--- config.mk ---
export PLATFORM = sky130hd
export DESIGN_NAME = packet_serializer
export DESIGN_NICKNAME = d
export VERILOG_FILES = /design/src/rtl/packet_serializer.sv
export SDC_FILE = /design/constraint.sdc
export NUM_CORES = 1
export LEC_CHECK = 0
export BUFFER_PORTS_ARGS = -buffer_cell sky130_fd_sc_hd__clkbuf_2
export CAP_MARGIN = 30
export CELL_PAD_IN_SITES_DETAIL_PLACEMENT = 0
export CELL_PAD_IN_SITES_GLOBAL_PLACEMENT = 1
export CORE_ASPECT_RATIO = 0.7
export CORE_MARGIN = 5
export CORE_UTILIZATION = 34
export CTS_CLUSTER_SIZE = 12
export DETAILED_ROUTE_END_ITERATION = 8
export PLACE_DENSITY = 0.79
export SLEW_MARGIN = 10
export SYNTH_ARGS = -nofsm -noshare
export SYNTH_HDL_FRONTEND = slang
export SYNTH_SLANG_ARGS = --single-unit
export TNS_END_PERCENT = 50
--- constraint.sdc ---
create_clock -name clk -period 2 [get_ports clk]
set_input_delay 0.4 -clock clk [delete_from_list [all_inputs] [get_ports clk]]
set_output_delay 0.4 -clock clk [all_outputs]
set_load 0.05 [all_outputs]
--- src/rtl/packet_serializer.sv ---
// packet_serializer: accepts a frame of up to MAX_PACKETS words and streams it out
// as AXI-stream beats tagged with the beat index. Define PACKET_SERIALIZER_FRAME_CNT_EN for frame_cnt_o.
module packet_serializer #(
  parameter int  MAX_PACKETS        = 4,
  parameter int  HEADER_WIDTH_BYTES = 1,
  parameter int  DATA_WIDTH_BYTES   = 2,
  localparam int DW                 = DATA_WIDTH_BYTES * 8,
  localparam int HW                 = HEADER_WIDTH_BYTES * 8,
  localparam int LW                 = $clog2(MAX_PACKETS) + 1
) (
  input  logic                      clk,
  input  logic                      rst_n,
  input  logic                      valid_i,
  output logic                      ready_o,
  input  logic [LW-1:0]             length_i,
  input  logic [MAX_PACKETS*DW-1:0] data_i,
  output logic                      tx_valid,
  input  logic                      tx_ready,
  output logic                      tx_last,
  output logic [HW+DW-1:0]          tx_data
`ifdef PACKET_SERIALIZER_FRAME_CNT_EN
  ,
  output logic [15:0]               frame_cnt_o
`endif
);

  typedef enum logic {
    IDLE = 1'b0,
    SEND = 1'b1
  } state_e;

  state_e                    state_q, state_d;
  logic [LW-1:0]             len_q, len_d;
  logic [LW-1:0]             cnt_q, cnt_d;
  logic [MAX_PACKETS*DW-1:0] data_q, data_d;

  logic [LW-1:0]             len_clamped;
  logic [DW-1:0]             word_sel;
  logic                      last_beat;

  // Oversized lengths are clamped so the counter never runs past the stored words.
  always_comb begin
    len_clamped = length_i;
    if (length_i > LW'(MAX_PACKETS)) begin
      len_clamped = LW'(MAX_PACKETS);
    end
  end

  always_comb begin
    word_sel = '0;
    for (int i = 0; i < MAX_PACKETS; i++) begin
      if (cnt_q == LW'(i)) begin
        word_sel = data_q[i*DW +: DW];
      end
    end
  end

  assign last_beat = (cnt_q == (len_q - LW'(1)));

  always_comb begin
    state_d  = state_q;
    len_d    = len_q;
    cnt_d    = cnt_q;
    data_d   = data_q;
    ready_o  = 1'b0;
    tx_valid = 1'b0;
    case (state_q)
      IDLE: begin
        ready_o = 1'b1;
        if (valid_i) begin
          len_d  = len_clamped;
          data_d = data_i;
          cnt_d  = '0;
          // Zero-length frames are swallowed without leaving IDLE.
          if (len_clamped != '0) begin
            state_d = SEND;
          end
        end
      end
      SEND: begin
        tx_valid = 1'b1;
        if (tx_ready) begin
          if (last_beat) begin
            state_d = IDLE;
            cnt_d   = '0;
          end else begin
            cnt_d = cnt_q + LW'(1);
          end
        end
      end
      default: begin
        state_d = IDLE;
      end
    endcase
  end

  // Beat payload is a pure function of held state, so it is stable while stalled.
  assign tx_last = tx_valid && last_beat;
  assign tx_data = tx_valid ? {HW'(cnt_q), word_sel} : '0;

  always_ff @(posedge clk or negedge rst_n) begin
    if (!rst_n) begin
      state_q <= IDLE;
      len_q   <= '0;
      cnt_q   <= '0;
      data_q  <= '0;
    end else begin
      state_q <= state_d;
      len_q   <= len_d;
      cnt_q   <= cnt_d;
      data_q  <= data_d;
    end
  end

`ifdef PACKET_SERIALIZER_FRAME_CNT_EN
  logic [15:0] frame_cnt_q, frame_cnt_d;

  // Counts completed frames only; wraps naturally at 16 bits.
  always_comb begin
    frame_cnt_d = frame_cnt_q;
    if (tx_valid && tx_ready && last_beat) begin
      frame_cnt_d = frame_cnt_q + 16'd1;
    end
  end

  always_ff @(posedge clk or negedge rst_n) begin
    if (!rst_n) begin
      frame_cnt_q <= '0;
    end else begin
      frame_cnt_q <= frame_cnt_d;
    end
  end

  assign frame_cnt_o = frame_cnt_q;
`else
  // No frame counter in this build.
`endif

endmodule
==> results of run 1 <==
[report_power, final]
group	total, mW	internal, mW	switching (mW)	leakage, nW
combinational	6.49	2.84	3.65	1.34
sequential	2.56	2.15	0.403	0.879
clock	1.73	1.13	0.602	0.156
[through the flow]
step,power [mW],setup TNS (ns),hold WS [ns],util [%]
5_1_grt,11.4,-9.70,0.107,49.0
3_3_place_gp,8.89,-3.03,0.429,45.5
2_1_floorplan,6.48,-5.66,0.104,-
4_1_cts,10.9,-8.70,0.0755,49.0
3_5_place_dp,8.98,-3.40,0.434,45.5
6_report,10.8,-8.46,0.0594,49.0
[worst paths after layout]
path                               to  slack, ns  cells past startpoint
setup reg to reg              state_q       0.24                      6
hold / removal             data_q[41]       0.06                      1
setup / recovery           tx_data[0]      -0.55                      7
hold reg to reg             data_q[5]       0.48                      2
min in group clk           data_q[51]       0.26                      3
max in group asynchronous   data_q[0]       1.36                      2
[state kept, by name, summed over array words and instances (netlist names)]
signal and cells:
cnt_q 3, data_q 64, state_q 1, len_q 3
[metal layers]
| layer | vias up | global-route usage, % |
|---|---|---|
| li1 | 1538 | - |
| met1 | 1455 | 23.5 |
| met2 | 110 | 23.9 |
| met3 | 7 | 5.22 |
| met4 | 0 | 2.57 |
| met5 | - | 0 |
[placed cells by master (no fill, tap or decap), drive strengths merged, types with 2 or more instances in the layout]
cell | synthesis | layout
buf | 27 | 39
clkinv | 7 | 9
nor2 | 3 | 3
o21ai | 18 | 18
nand3 | 3 | 3
inv | 7 | 7
o31ai | 3 | 3
clkbuf | 6 | 85
bufinv | 0 | 2
ha | 6 | 6
nand3b | 18 | 18
a21oi | 33 | 33
clkinvlp | 9 | 10
nand2 | 180 | 180
xnor2 | 2 | 2
dfrtp | 71 | 71
conb | 1 | 5
a221o | 16 | 16
[cell type report]
| type | instances | area [sq um] | share of cell area, % |
|---|---|---|---|
| Tap cell | 132 | 165 | 3.29 |
| Inverter | 23 | 97.6 | 1.95 |
| Timing Repair Buffer | 113 | 967 | 19.3 |
| Clock buffer | 11 | 243 | 4.84 |
| Sequential cell | 71 | 1780 | 35.4 |
| Clock inverter | 5 | 81.3 | 1.62 |
| Multi-Input combinational cell | 295 | 1680 | 33.6 |
[logic make-up (layout without fill, tap and decap cells)]
| family | count (synthesis) | after routing | share of synthesized area [%] |
|---|---|---|---|
| AO/OA/AOI/OAI | 71 | 71 | 12.7 |
| XOR/XNOR | 3 | 3 | 1.17 |
| AND/OR/NAND/NOR | 210 | 210 | 24.9 |
| adder cells (fa/ha/maj) | 6 | 6 | 2.13 |
| flip-flops | 71 | 71 | 50.3 |
| other | 1 | 5 | 0.106 |
| buffers and inverters | 57 | 152 | 8.75 |
[what timing repair did]
| action | CTS | global route |
|---|---|---|
| pin swaps | 2 | 1 |
| endpoints found under the setup margin | 17 | 17 |
| setup buffers | 2 | 0 |
| gates resized for setup | 4 | 0 |
==> metrics, run 1 <==
count leader, synth nand2_1; GP Congestion 0.806; WL final 9820 um; clk slew on worst S/H paths 0.06 ns; share of cells above drive strength 1 31.3%; DRC violations left 0; DIE AREA 12600 sq um; first-pass GRT wire length 16200 um; max frequency 392 MHz; syn avg cell area 8.43 sq um; Floorplan Core Area 10200 sq um; Finished Cell Area 5010 sq um; row count 31; CP endpoint kind primary output; Unique masters post-synth 32; Max-Slew Margin vs Limit 61.6%; clk buf depth 2; maximum vdd drop 1.51 mV; final std cells w/o fill 650; met1 wire length 5010 um; Placement Setup Slack -0.244 ns; post-layout min period 2.55 ns; CP Class reg -> out; Ys Warns 0; crit-path max FO 15; delay-heaviest family, CP compound AO/OA/AOI/OAI gates; Routed met2 length 4170 um; fin crit share 128%; Clock Skew 0.00623 ns; Hold Vio Cnt, Final 0; register area share after synthesis 50.3%; drt pass-1 iters 4; Worst EP required 1.60 ns; Total Routing Usage GR 16.1%; Post-DP HPWL 7200 um; placed cell areas 4660 sq um; Yosys reg bits 71; Cell Pwr Density 2150 nW/um^2; fin nets 590; fraction of registers with async set/reset 100%; metal3 WL 583 um; DR WL/cell 15.1 um; Top cell by count, worst path buf_12; via count 3110; Worst-Margin Slew 0.576 ns; CTS buffer count 9; Initial Util 34.5%; worst flop-to-flop path startpoint len_q[0]; vias in the first global route 3214; largest net degree at the start of global routing 86; failing checks negative setup slack; CTS tree built; RSZ-0062 raised after global routing true; Setup crit start cnt_q[0]; leakage power 2.38 nW; # fillers 991; Top FF cell, synth dfrtp_1; Commonest cells post-synth nand2_1 (180), dfrtp_1 (71), a21oi_1 (32), nand3b_1 (18), o21ai_1 (18); Cells after DPL 632; Hold Crit Class in -> async; Area growth, synth to finish 41.9%; worst-path cell chain ha_2 -> ha_4 -> or2_4 -> buf_12 -> a221o_1 -> a21oi_4 -> buf_12; TritonCTS Sinks 71; maxcap violations 0; cts hold-fix bufs 0; GRT overflow 0; Synth Cell Area 3530 sq um; WP buf/inv 2; initial antenna violation count 0; setup ws final -0.551 ns; Routed Antenna Nets 0; worst skew pair latency 0.33 ns; cell taking the most area after synthesis dfrtp_1; # IOs 98; outcome finished, violations left; Die H 95.3 um; H-tree levels 3; final setup fails 17; port bufs 92; Final Max Tran Viols 0; Post-synth EDFFs 0; initial DRC count 139; number of vias per cell 4.78; diode count 0; largest cells by area after synthesis dfrtp_1 (50%), nand2_1 (19%), a21oi_1 (4.5%); Slowest-stage cell, CP dfrtp_1; max incr delay on CP 0.41 ns; Top Metal Used met4; clk root buf clkbuf_16; startpoint types flop; CP arrival 2.15 ns; Horiz. Die Dim 132 um; cells after synthesis 419; Synth top area share 50.3%
No activity file was read; power rests on OpenSTA's default activity.
==> run 2: changes to the inputs <==
--- a/config.mk
+++ b/config.mk
@@ -16,3 +16,3 @@
 export DETAILED_ROUTE_END_ITERATION = 8
-export PLACE_DENSITY = 0.79
+export PLACE_DENSITY = 0.72
 export SLEW_MARGIN = 10
==> constraint.sdc (replaced) <==
create_clock -name clk -period 2 [get_ports clk]
set_input_delay 0.2 -clock clk [delete_from_list [all_inputs] [get_ports clk]]
set_output_delay 0.2 -clock clk [all_outputs]
set_load 0.05 [all_outputs]
==> run 2 against run 1 <==
Effect of this change: the run still ends with negative setup slack left; die area unchanged; critical path type unchanged; clock power increased by 9.8%; clock skew decreased by 0.0021 ns; register-to-register slack improved by 0.26 ns; clock-buffer cell count unchanged; maximum frequency increased by 8.2%.
==> metrics, run 2 (same netlist as run 1, synthesis figures left out) <==
outcome finished, violations left; failing checks negative setup slack; Hold Crit Depth 3; Total Routing Usage GR 17.4% (+1.3 points); worst hold path startpoint data_i[52]; GRT overflow 0 (unchanged); GR peak layer met1; crit-path max FO 14 (-1); Area growth, synth to finish 42.4%; worst flop-to-flop path startpoint cnt_q[2]; H-tree levels 3 (unchanged); RSZ-0062 raised after global routing true; # IOs 98 (unchanged); CP endpoint kind primary output; WL final 10400 um (+6.1%); diode count 0 (unchanged); Post-DP HPWL 7440 um (+3.4%); row count 31 (unchanged); # fillers 994 (+0.30%); first-pass GRT wire length 17000 um (+4.8%); register with the most flip-flops data_q; Worst Reg-to-Reg Cells 4 (-2); leakage power 2.39 nW (+0.50%); maximum vdd drop 1.70 mV (+13%); initial DRC count 177 (+27%); Floorplan Core Area 10200 sq um (unchanged); Reg2Reg Setup Slack 0.50 ns (+0.26 ns); Hold Vio Cnt, Final 0 (unchanged); commonest non-fill, non-tap cell in the layout nand2_1; Final Max Tran Viols 0 (unchanged); final std cells w/o fill 648 (-0.31%); startpoint types flop; fin crit share 118% (-9.7 points); via count 3119 (+0.29%); DR WL/cell 16.1 um (+6.4%); Horiz. Die Dim 132 um (unchanged); clk buf depth 2 (unchanged); Global Route met1 Usage 25.5% (+2.0 points); Largest regs data_q (64), cnt_q (3), len_q (3); Cell Pwr Density 2170 nW/um^2 (+1.1%); Worst EP required 1.80 ns (+0.20 ns); setup ws final -0.357 ns (+0.194 ns); clk slew on worst S/H paths 0.06 ns (about the same); CP arrival 2.16 ns (about the same); GP Congestion 0.824 (+2.3%); post-layout min period 2.36 ns (-0.194 ns); r2r endpoint cnt_q[0]; DRC violations left 0 (unchanged); footprint of the multi-input gates 1690 sq um (+0.30%); commonest cells after routing, fill and taps aside nand2_1 (180), clkbuf_2 (74), dfrtp_1 (71); max reg flops 64 (unchanged); CP Class reg -> out; Initial Util 34.5% (unchanged); maxcap violations 0 (unchanged); Clock Skew 0.00417 ns (-0.00205 ns); Cells after DPL 628 (-0.63%); fin nets 588 (-0.34%); FF/Latch Area 1780 sq um (unchanged); worst skew pair latency 0.34 ns (about the same); max frequency 424 MHz (+8.2%); Hold Crit Endpoint data_q[52]; drt pass-1 iters 5 (+1); port bufs 92 (unchanged); GRT met3 Usage 6.49% (+1.3 points); number of vias per cell 4.81 (+0.60%); largest net degree at the start of global routing 53 (-38%); M2 GR Usage 24.7% (+0.80 points); vias in the first global route 3180 (-1.1%); share of cells above drive strength 1 31.4% (+0.12 points); Die H 95.3 um (unchanged); DIE AREA 12600 sq um (unchanged); initial antenna violation count 0 (unchanged); Total Power 10.9 mW (+1.4%); clk root buf clkbuf_16; CTS buffer count 9 (unchanged); TritonCTS Sinks 71 (unchanged); final setup fails 16 (-1); Hold Crit Class in -> reg; Routed Antenna Nets 0 (unchanged); CTS tree built
[run 2: power breakdown]
group          leakage (nW)  switching [mW]  total [mW]  internal (mW)
Combinational          1.33            3.69        6.48           2.79
Clock                 0.176           0.611        1.90           1.29
Sequential            0.879           0.394        2.55           2.15
[run 2: worst max-delay path by stage]
| stage | start | endpoint | slack (ns) | depth (start not counted) |
|---|---|---|---|---|
| floorplan | cnt_q[0] | tx_data[10] | -0.18 | 8 |
| global placement | cnt_q[1] | tx_data[14] | 0.02 | 7 |
| detailed placement | cnt_q[0] | tx_data[14] | -0.05 | 7 |
| CTS | cnt_q[0] | tx_data[14] | -0.39 | 7 |
| global route | cnt_q[1] | tx_data[14] | -0.44 | 7 |
| finish | cnt_q[1] | tx_data[14] | -0.36 | 7 |
[run 2: routing by layer]
metal,vias up,wire [um]
met4,0,65
met1,1468,5260
li1,1542,-
met3,7,759
met2,102,4340
met5,-,0
[run 2: area by class of cell]
type                       count  area share (%)
multi-input combinational    295            33.6
clock inverter                 5            2.07
clock buffer                  11            5.03
timing repair buffer         111            18.8
inverter                      23            1.94
sequential                    71            35.3
tap                          132            3.28
[run 2: critical path, cell delays in order (launching register included)]
cell and delay (ns):
dfrtp_1 0.40, ha_2 0.21, ha_4 0.16, or2_4 0.24
buf_12 0.15, a221o_1 0.29, a21oi_4 0.19, buf_12 0.16
[run 2: repair_timing]
| item | in CTS | in global routing |
|---|---|---|
| cloned | 1 | 0 |
| resized for setup | 6 | 1 |
| endpoints found under the hold margin | 33 | 0 |
| pin swaps | 7 | 2 |
| setup endpoints to repair | 17 | 17 |
| hold buffers | 1 | 0 |
| buffers inserted | 2 | 0 |
[run 2: metrics by stage]
stage / setup slack, ns / utilization (%) / cell area (sq um) / setup TNS [ns] / hold slack, ns
floorplan: -0.183 / - / 3740 / -2.06 / -0.0956
global placement: 0.0165 / 44.8 / 4590 / 0 / 0.196
detailed placement: -0.0458 / 44.8 / 4590 / -0.302 / 0.195
CTS: -0.395 / 49.1 / 5020 / -5.51 / 0.0381
global route: -0.442 / 49.1 / 5030 / -6.51 / 0.0492
finish: -0.357 / 49.1 / 5030 / -5.29 / 0.0475
==> run 3: changes to the inputs <==
SKIP_CTS_REPAIR_TIMING = 1   (was not set)
==> run 3 against run 2 <==
Effect of this change: the run still ends with negative setup slack left; final cell count unchanged; die area is the same; clock power hardly changed; global-route usage shrank 0.30 points; combinational power is 0.9% lower; maximum frequency shrank 2.0%; routed wire length increased by 0.90%; clock skew about the same; sequential cell count unchanged; sequential share of layout area increased by 0.12 points; critical endpoint unchanged; largest cell class unchanged.
==> metrics, run 3 (same netlist as run 1, synthesis figures left out) <==
outcome finished, violations left; failing checks negative setup slack; Hold Vio Cnt, Final 0 (unchanged); post-layout min period 2.40 ns (+0.0469 ns); max frequency 416 MHz (-2.0%); startpoint types flop; Die H 95.3 um (unchanged); Final Max Tran Viols 0 (unchanged); commonest cells after routing, fill and taps aside nand2_1 (180), clkbuf_2 (74), dfrtp_1 (70); first-pass GRT wire length 16700 um (-1.7%); via count 3124 (+0.16%); crit-path max FO 14 (unchanged); CTS buffer count 9 (unchanged); WL final 10500 um (+0.90%); DR WL/cell 16.2 um (+0.90%); Reg2Reg Setup Slack 0.50 ns (about the same); TritonCTS Sinks 71 (unchanged); Hold Crit Depth 3 (unchanged); Horiz. Die Dim 132 um (unchanged); CP arrival 2.20 ns (+0.04 ns); Worst Reg-to-Reg Cells 4 (unchanged); diode count 0 (unchanged); Top cell by count, worst path buf_12; # IOs 98 (unchanged); Largest regs data_q (64), cnt_q (3), len_q (3); number of vias per cell 4.82 (+0.16%); initial DRC count 229 (+29%); DRC violations left 0 (unchanged); Worst EP required 1.80 ns (about the same); DIE AREA 12600 sq um (unchanged); setup_tns -5.56 ns (-0.271 ns); maximum vdd drop 1.67 mV (-1.8%); Hold Crit Class in -> reg; fin crit share 120% (+2.3 points); max reg flops 64 (unchanged); CP Class reg -> out; clk root buf clkbuf_16; CTS tree built; delay-heaviest family, CP compound AO/OA/AOI/OAI gates; port bufs 92 (unchanged); GP Congestion 0.824 (unchanged); final std cells w/o fill 648 (unchanged); leakage power 2.38 nW (-0.46%); max incr delay on CP 0.42 ns (+0.02 ns); Area growth, synth to finish 42.0%; vias in the first global route 3150 (-0.94%); Initial Util 34.5% (unchanged); Floorplan Core Area 10200 sq um (unchanged); clk slew on worst S/H paths 0.06 ns (about the same); # fillers 993 (-0.10%); RSZ-0062 raised after global routing true; Cell Pwr Density 2170 nW/um^2 (-0.11%); r2r endpoint cnt_q[0]; Slowest-stage cell, CP dfrtp_1; Clock Skew 0.00397 ns (-0.000207 ns); Total Routing Usage GR 17.1% (-0.30 points); register with the most flip-flops data_q; drt pass-1 iters 4 (-1); Post-DP HPWL 7440 um (unchanged); final setup fails 16 (unchanged); worst skew pair latency 0.34 ns (about the same); worst-path cell chain ha_2 -> ha_4 -> or2_4 -> buf_12 -> a221o_1 -> a21oi_4 -> buf_12; maxcap violations 0 (unchanged); clk buf depth 2 (unchanged); commonest non-fill, non-tap cell in the layout nand2_1; Hold Crit Endpoint data_q[52]; worst flop-to-flop path startpoint cnt_q[2]; Routed Antenna Nets 0 (unchanged); CP endpoint kind primary output; setup ws final -0.404 ns (-0.0469 ns); fin nets 588 (unchanged); GRT overflow 0 (unchanged); H-tree levels 3 (unchanged); row count 31 (unchanged); share of cells above drive strength 1 31.4% (unchanged); largest net degree at the start of global routing 53 (unchanged); Cells after DPL 628 (unchanged); initial antenna violation count 0 (unchanged); WP buf/inv 2 (unchanged); worst hold path startpoint data_i[52]
## run 3: per-stage QoR
step	worst slack [ns]	instance area [sq um]	total power, mW	utilization (%)	hold slack, ns
floorplan	-0.183	3740	6.48	-	-0.0956
global placement	0.0165	4590	8.78	44.8	0.196
detailed placement	-0.0458	4590	8.85	44.8	0.195
CTS	-0.422	4940	10.8	48.3	-0.169
global route	-0.480	5010	11.5	49.0	0.0492
finish	-0.404	5010	10.9	49.0	0.0464
## run 3: worst max path at each step
stage                     slack [ns]          end  startpoint  cells after the start
final                          -0.40  tx_data[14]    cnt_q[0]                      7
after global routing           -0.48  tx_data[14]    cnt_q[0]                      7
after CTS                      -0.42  tx_data[14]    cnt_q[0]                      7
after detailed placement       -0.05  tx_data[14]    cnt_q[0]                      7
after global placement          0.02  tx_data[14]    cnt_q[1]                      7
after floorplan                -0.18  tx_data[10]    cnt_q[0]                      8
## run 3: area by class of cell
class	count	area, sq um	area share (%)
flip-flops and latches	71	1780	35.5
well taps	132	165	3.29
inverters	23	97.6	1.95
clock inverters	5	104	2.07
multi-input cells	295	1690	33.6
clock buffers	11	253	5.04
repair buffers	111	931	18.6
## run 3: routing by layer
layer | track usage (%) | wire (um)
met5 | 0 | 0
met4 | 3.34 | 76
met3 | 6.38 | 957
met2 | 24.4 | 4400
met1 | 25.0 | 5080
## run 3: worst min-delay path, stage by stage
cell	delay [ns]
clkbuf_2	0.08
nand2_1	0.04
nand2_1	0.04
## run 3: where the power goes
group	switching, mW	internal, mW	total, mW
combinational	3.69	2.74	6.42
clock	0.619	1.29	1.90
sequential	0.393	2.15	2.55
total	4.70	6.18	10.9
